--- src/rtl/pipe_stage_hs.sv ---
// pipe_stage_hs: valid/ready pipeline register with a 2-entry skid buffer.
// Optional perf counters when PIPE_PERF_EN is defined.
//
// Ports:
//   clk_i, rst_n_i       clock, async active-low reset
//   flush_i              sync flush of all held entries
//   valid_i/ready_o      upstream handshake (ready_o registered)
//   wb_i/addr_i/data_i/rd_i  payload in
//   valid_o/ready_i      downstream handshake
//   wb_o/addr_o/data_o/rd_o  payload out (wb_o gated by valid_o)
//   stall_cnt_o          cycles valid_o=1 & ready_i=0
//   bubble_cnt_o         cycles valid_o=0
// Macro: PIPE_PERF_EN enables the saturating counters.
module pipe_stage_hs #(
  parameter int CTRL_W = 2,
  parameter int DATA_W = 32,
  parameter int RD_W   = 5,
  parameter int CNT_W  = 16
) (
  input  logic              clk_i,
  input  logic              rst_n_i,
  input  logic              flush_i,
  input  logic              valid_i,
  output logic              ready_o,
  input  logic [CTRL_W-1:0] wb_i,
  input  logic [DATA_W-1:0] addr_i,
  input  logic [DATA_W-1:0] data_i,
  input  logic [RD_W-1:0]   rd_i,
  output logic              valid_o,
  input  logic              ready_i,
  output logic [CTRL_W-1:0] wb_o,
  output logic [DATA_W-1:0] addr_o,
  output logic [DATA_W-1:0] data_o,
  output logic [RD_W-1:0]   rd_o,
  output logic [CNT_W-1:0]  stall_cnt_o,
  output logic [CNT_W-1:0]  bubble_cnt_o
);

  localparam int PW = CTRL_W + 2*DATA_W + RD_W;

  localparam logic [1:0] EMPTY = 2'd0;
  localparam logic [1:0] ONE   = 2'd1;
  localparam logic [1:0] TWO   = 2'd2;

  logic [1:0]    state_q, state_d;
  logic [PW-1:0] main_q, main_d;
  logic [PW-1:0] skid_q, skid_d;
  logic          ready_q;
  logic [PW-1:0] in_pl;
  logic          acc, pop;

  assign in_pl = {wb_i, addr_i, data_i, rd_i};
  assign valid_o = (state_q != EMPTY);
  assign ready_o = ready_q;
  assign acc = valid_i & ready_q;
  assign pop = valid_o & ready_i;

  always_comb begin
    state_d = state_q;
    main_d  = main_q;
    skid_d  = skid_q;
    if (flush_i) begin
      state_d = EMPTY;
    end else begin
      unique case (state_q)
        EMPTY: begin
          if (acc) begin
            state_d = ONE;
            main_d  = in_pl;
          end
        end
        ONE: begin
          if (acc && pop) begin
            main_d = in_pl;
          end else if (acc) begin
            state_d = TWO;
            skid_d  = in_pl;
          end else if (pop) begin
            state_d = EMPTY;
          end
        end
        TWO: begin
          if (pop) begin
            state_d = ONE;
            main_d  = skid_q;
          end
        end
        default: state_d = EMPTY;
      endcase
    end
  end

  // ready is a flop: it looks one state ahead
  always_ff @(posedge clk_i or negedge rst_n_i) begin
    if (!rst_n_i) begin
      state_q <= EMPTY;
      main_q  <= '0;
      skid_q  <= '0;
      ready_q <= 1'b1;
    end else begin
      state_q <= state_d;
      main_q  <= main_d;
      skid_q  <= skid_d;
      ready_q <= (state_d != TWO);
    end
  end

  assign wb_o   = main_q[PW-1 -: CTRL_W]
                & {CTRL_W{valid_o}};
  assign addr_o = main_q[RD_W+DATA_W +: DATA_W];
  assign data_o = main_q[RD_W +: DATA_W];
  assign rd_o   = main_q[RD_W-1:0];

`ifdef PIPE_PERF_EN
  logic [CNT_W-1:0] stall_q;
  logic [CNT_W-1:0] bubble_q;

  always_ff @(posedge clk_i or negedge rst_n_i) begin
    if (!rst_n_i) begin
      stall_q  <= '0;
      bubble_q <= '0;
    end else begin
      if (valid_o && !ready_i && !(&stall_q))
        stall_q <= stall_q + 1'b1;
      if (!valid_o && !(&bubble_q))
        bubble_q <= bubble_q + 1'b1;
    end
  end

  assign stall_cnt_o  = stall_q;
  assign bubble_cnt_o = bubble_q;
`else
  assign stall_cnt_o  = '0;
  assign bubble_cnt_o = '0;
`endif

endmodule

--- config.mk ---
export PLATFORM = sky130hd
export DESIGN_NAME = pipe_stage_hs
export DESIGN_NICKNAME = d
export VERILOG_FILES = /design/src/rtl/pipe_stage_hs.sv
export SDC_FILE = /design/constraint.sdc
export NUM_CORES = 1
export LEC_CHECK = 0
export CAP_MARGIN = 20
export CORE_MARGIN = 2
export CORE_UTILIZATION = 45
export CTS_CLUSTER_SIZE = 14
export DETAILED_ROUTE_END_ITERATION = 8
export PLACE_DENSITY = 0.74
export SLEW_MARGIN = 20
export SYNTH_ARGS = -nofsm -noshare
export SYNTH_HDL_FRONTEND = slang
export SYNTH_SLANG_ARGS = --single-unit
--- constraint.sdc ---
create_clock -name clk_i -period 2.1 [get_ports clk_i]
set_input_delay 0.42 -clock clk_i [delete_from_list [all_inputs] [get_ports clk_i]]
set_output_delay 0.42 -clock clk_i [all_outputs]
set_load 0.005 [all_outputs]
Word-level counts from Yosys, hierarchy flattened
Cells that the tools add are included.

storage, ports and cells
  bits in registers = 145
  bits in latches = 0
  RAM bits = 0
  bits in read-only memories = 0
  output and inout bits = 105
  logic and storage cells = 32
  memories kept = 0

operators by class
  add/sub/neg operators = 0
  $mul = 0
  div/mod/pow operators = 0
  $lt $le $gt $ge = 0
  equal/unequal tests = 6
  shift operators = 0
  muxes and demuxes = 11
  bitwise logic cells = 5
  reductions and logical operators = 6

operator list
  operator                                             number
  two-way mux 71 bit                                   3
  case mux 71 bit (3 select lines)                     1
  two-way mux 2 bit                                    6
  inequality test 2 bit, second input constant         4
  case mux 2 bit (3 select lines)                      1
  AND reduction 5 bit                                  1
  AND reduction 4 bit                                  1
  nonzero test 3 bit                                   1
  bitwise AND 1 bit                                    2
  bitwise AND 2 bit                                    1
  equality test 2 x 1 -> 1 bit, second input constant  1
  equality test 2 bit, second input constant           1
  zero test 2 bit                                      1
  inverter 1 bit                                       2
  nonzero test 2 bit                                   1
  logical AND 1 bit                                    1

Longest topological paths before layout
  depth in word-level cells = 8
  depth in mapped cells = 6

Least setup slack after synthesis
No wires, ideal clock.

  path kind = register to register
  start = register ready_q, in the netlist ready_o
  end = register main_q[34]
  arrival = 1.468 ns
  required time = 1.978 ns
  setup slack = 0.510 ns
  stages on the path, launching flop included = 7
  period minus slack after synthesis = 1.590 ns
  cell sequence = dfstp_2 nand2_1 o41a_4 buf_6 buf_6 nand2_1 o21ai_1

between the ends
  longest elaborated chain between the ends = 4

RTL lines
  item                               RTL line  RTL
  start: declaration                 48        logic ready_q;
  start signal: assignment           104       ready_q <= (state_d != TWO);
  bitwise AND 1 bit (*)              55        assign acc = valid_i & ready_q;
  logical AND 1 bit                  73        if (acc && pop) begin
  inequality test 2 bit (no line)    -
  AND reduction 5 bit (no line) (*)  -
  end signal: assignment             102       main_q <= main_d;
  end: declaration                   46        logic [PW-1:0] main_q, main_d;

Every way passes the cells marked *; elsewhere a longest branch is shown, timed or not.
A chain may end at the register's enable or synchronous reset.

Worst setup path after layout
  start = register state_q[1]
  end = output port valid_o

between the ends
  longest elaborated chain between the ends = 1

RTL lines
  item                      RTL line  RTL
  start: declaration        45        logic [1:0] state_q, state_d;
  start signal: assignment  101       state_q <= state_d;
  nonzero test 2 bit        53        assign valid_o = (state_q != EMPTY);
  end: declaration          29        output logic valid_o,

No other way between the ends.

==> qor.yml <==
count_of_placed_standard_cells_in_the_final_layout_fillers_left_out: 888
cp.required_ns: 1.68
syn_to_final_growth_pct: 23.9
floorplan.die.height_um: 131
final-setup-viol-count: 0
detailedPlacementHpwl_um: 9180
worst-slew-pin-transition_ns: 0.502
drv.max_cap_violation_count: 0
cp.buffers_inverters: 1
worst_slew_margin_rel_pct: 66.5
final_hold_viol_count: 0
cts.path.max_buffers: 2
gp_routability_congestion: 0.774
ys_seq_area_share_pct: 50.3
postSynthAreaPerCell_sq_um: 12.5
cts_tree: "done"
synth.cell_area_sq_mm: 0.00722
rrSetupSlack_ns: 0.34
crit_type: "flip-flop to output pin"
critical_path_arrival_ns: 1.59
grt_first_pass_wirelength_um: 22500
routed_wire_length_per_instance_um: 15.5
drtAntennaViolNets: 0
grt_max_degree: 75
die-width_um: 131
warnings_from_yosys: 0
numClockSinks: 145
first_pass_iters: 4
p_leak_uw: 0.00405
numPortBuffers: 148
hold_path_class: "flip-flop to flip-flop"
gate_count_of_the_mapped_netlist: 579
max_clock_freq_mhz: 498
slowest_stage: "sky130_fd_sc_hd__clkdlybuf4s50_1"
initial_utilization_pct: 45.8
n_antenna_cell: 0
numPlacedInstances: 853
overflow: 0
drive_above_1_share_pct: 19.3
placeableCoreArea_sq_mm: 0.0158
worst_path_largest_cell_delay_ns: 0.46
fp-row-count: 46
startpoint_type: "flip-flop"
synth_area_leaders: "sky130_fd_sc_hd__dfrtp_1, sky130_fd_sc_hd__mux2_4, sky130_fd_sc_hd__buf_4"
io_pins: 181
dr_total_vias: 4208
synth_top_area_cell: "sky130_fd_sc_hd__dfrtp_1"
endpoint_kind: "output pin"
vias_per_cell: 4.74
clk_latency_ns: 0.41
synth_largest_type_area_fraction_pct: 49.9
critical_path.cell_chain: "or2_2 -> clkdlybuf4s50_1"
rsz0062_at_grt: "false"
clk_tree_root_cell: "sky130_fd_sc_hd__clkbuf_16"
final.setup_skew_ns: 0.00958
setup-tns-final_ns: 0
power.ir.vdd_worst_mv: 0.527
drt-total-wl_um: 13700
antenna_found_initial: 0
critical_path.max_fanout: 3
final_net_count: 735
synth.distinct_cells: 27
dr.first_iter.drc_count: 179
period_needed_ns: 2.01
via_count_of_the_first_global_routing_pass: 4457
grt_resource_usage_total_pct: 17.0
power_density_cells_mw_per_mm2: 1030
synth_seq_cells: 145
clk_transition_reported_paths_ns: 0.06
finalCritPeriodShare_pct: 95.7
cts-htree-levels: 4
cts_inserted_buffers: 17
timing.critical_path.max_delay_family: "buffers and inverters"
run_status: "complete, no violations"
dieArea_sq_mm: 0.0171
drcViolationCount: 0
slew_violations: 0
cell type report:
cell class,instances,area (sq um)
Clock buffer,22,464
Multi-Input combinational cell,332,2680
Inverter,1,3.75
Timing Repair Buffer,162,1690
Tap cell,216,270
Fill cell,1301,6830
Sequential cell,145,3630
Clock inverter,10,204
state kept, by name (all words and copies together), names as in the netlist:
register,count
skid_q,71
ready_o,1
main_q,71
state_q,2
routing by layer:
metal  track usage (%)  share of wire [%]
met1              21.9                 44
met2              27.8                 50
met3              5.50                5.4
met4              4.69               0.76
met5                 0                  0
path summary, 6_finish.rpt:
kind	start	end	cells past startpoint
worst min-delay path	main_q[24]	main_q[24]	2
worst max register to register	state_q[1]	skid_q[20]	5
worst min register to register	main_q[24]	main_q[24]	2
max in group asynchronous	rst_n_i	ready_o	3
min in group asynchronous	rst_n_i	main_q[38]	2
worst max-delay path	state_q[1]	valid_o	2
power by group:
group	internal [uW]	total, uW	leakage [uW]	switching, uW
clock network	2290	3420	0.000328	1130
logic	1310	1930	0.00194	624
registers	3490	3890	0.00179	408
total	7080	9250	0.00405	2160
layout by cell type, fill, tap and decap left out:
cell,n
sky130_fd_sc_hd__bufinv_16,6
sky130_fd_sc_hd__dlygate4sd2_1,2
sky130_fd_sc_hd__inv_6,1
sky130_fd_sc_hd__clkdlybuf4s50_1,145
sky130_fd_sc_hd__mux2_4,70
sky130_fd_sc_hd__nor2b_2,1
sky130_fd_sc_hd__and3b_1,1
sky130_fd_sc_hd__dfstp_2,1
sky130_fd_sc_hd__clkinv_2,3
sky130_fd_sc_hd__o41a_4,1
sky130_fd_sc_hd__nand4bb_1,1
sky130_fd_sc_hd__a21oi_1,2
sky130_fd_sc_hd__or3_1,1
sky130_fd_sc_hd__o21ai_2,9
sky130_fd_sc_hd__o22a_1,1
sky130_fd_sc_hd__buf_4,5
sky130_fd_sc_hd__nor2_1,1
sky130_fd_sc_hd__conb_1,32
sky130_fd_sc_hd__buf_12,8
sky130_fd_sc_hd__clkbuf_8,2
sky130_fd_sc_hd__o21ai_1,62
sky130_fd_sc_hd__dlygate4sd3_1,1
sky130_fd_sc_hd__buf_6,1
sky130_fd_sc_hd__nand2_1,72
sky130_fd_sc_hd__mux2_2,1
sky130_fd_sc_hd__inv_1,1
sky130_fd_sc_hd__nand3b_1,1
sky130_fd_sc_hd__nor2b_4,1
sky130_fd_sc_hd__dfrtp_1,142
sky130_fd_sc_hd__clkbuf_16,17
sky130_fd_sc_hd__mux2i_1,72
sky130_fd_sc_hd__and2_1,2
sky130_fd_sc_hd__or2_2,1
sky130_fd_sc_hd__clkbuf_1,3
sky130_fd_sc_hd__dfrtp_2,2
worst register-to-register path: stages (launching register included):
cell,delay [ns]
sky130_fd_sc_hd__dfrtp_2,0.41
sky130_fd_sc_hd__buf_4,0.16
sky130_fd_sc_hd__and3b_1,0.24
sky130_fd_sc_hd__nand3b_1,0.20
sky130_fd_sc_hd__buf_12,0.25
sky130_fd_sc_hd__mux2_4,0.39
metrics by stage:
step	hold slack [ns]	utilization (%)	setup slack (ns)	total power, uW	instance area (sq um)
6_report	0.479	56.7	0.0903	9250	8940
3_5_place_dp	0.415	52.3	0.0337	5870	8250
2_1_floorplan	0.124	-	0.510	5260	7330
5_1_grt	0.501	56.7	0.0197	9720	8940
4_1_cts	0.485	56.7	0.0727	9350	8940
3_3_place_gp	0.397	52.3	0.0438	5760	8250
timing repair:
item,4_1_cts,5_1_grt
endpoints found under the setup margin,3,0
gates resized for setup,4,0
setup buffers,2,0
hold endpoints to repair,48,0
hold buffers,1,0
cells in the mapped netlist, drive strengths merged:
master / count
mux2: 71
buf: 121
o41a: 1
conb: 1
nand2: 72
o22a: 1
nand4bb: 1
a21oi: 2
o21ai: 71
mux2i: 72
dfstp: 1
clkbuf: 11
nor2: 1
dfrtp: 144
or3: 1
nor2b: 2
nand3b: 1
and3b: 1
inv: 1
or2: 1
and2: 2
cell families (layout without fill, tap and decap cells):
family	after synthesis	in the layout	synth area share [%]
AOI/OAI and AO/OA	75	75	5.95
muxes	143	143	24.7
DFF	145	145	50.3
other	1	32	0.0520
buffers and inverters	133	195	14.3
and+or+nand+nor	82	82	4.73
No activity file was read; power rests on OpenSTA's default activity.
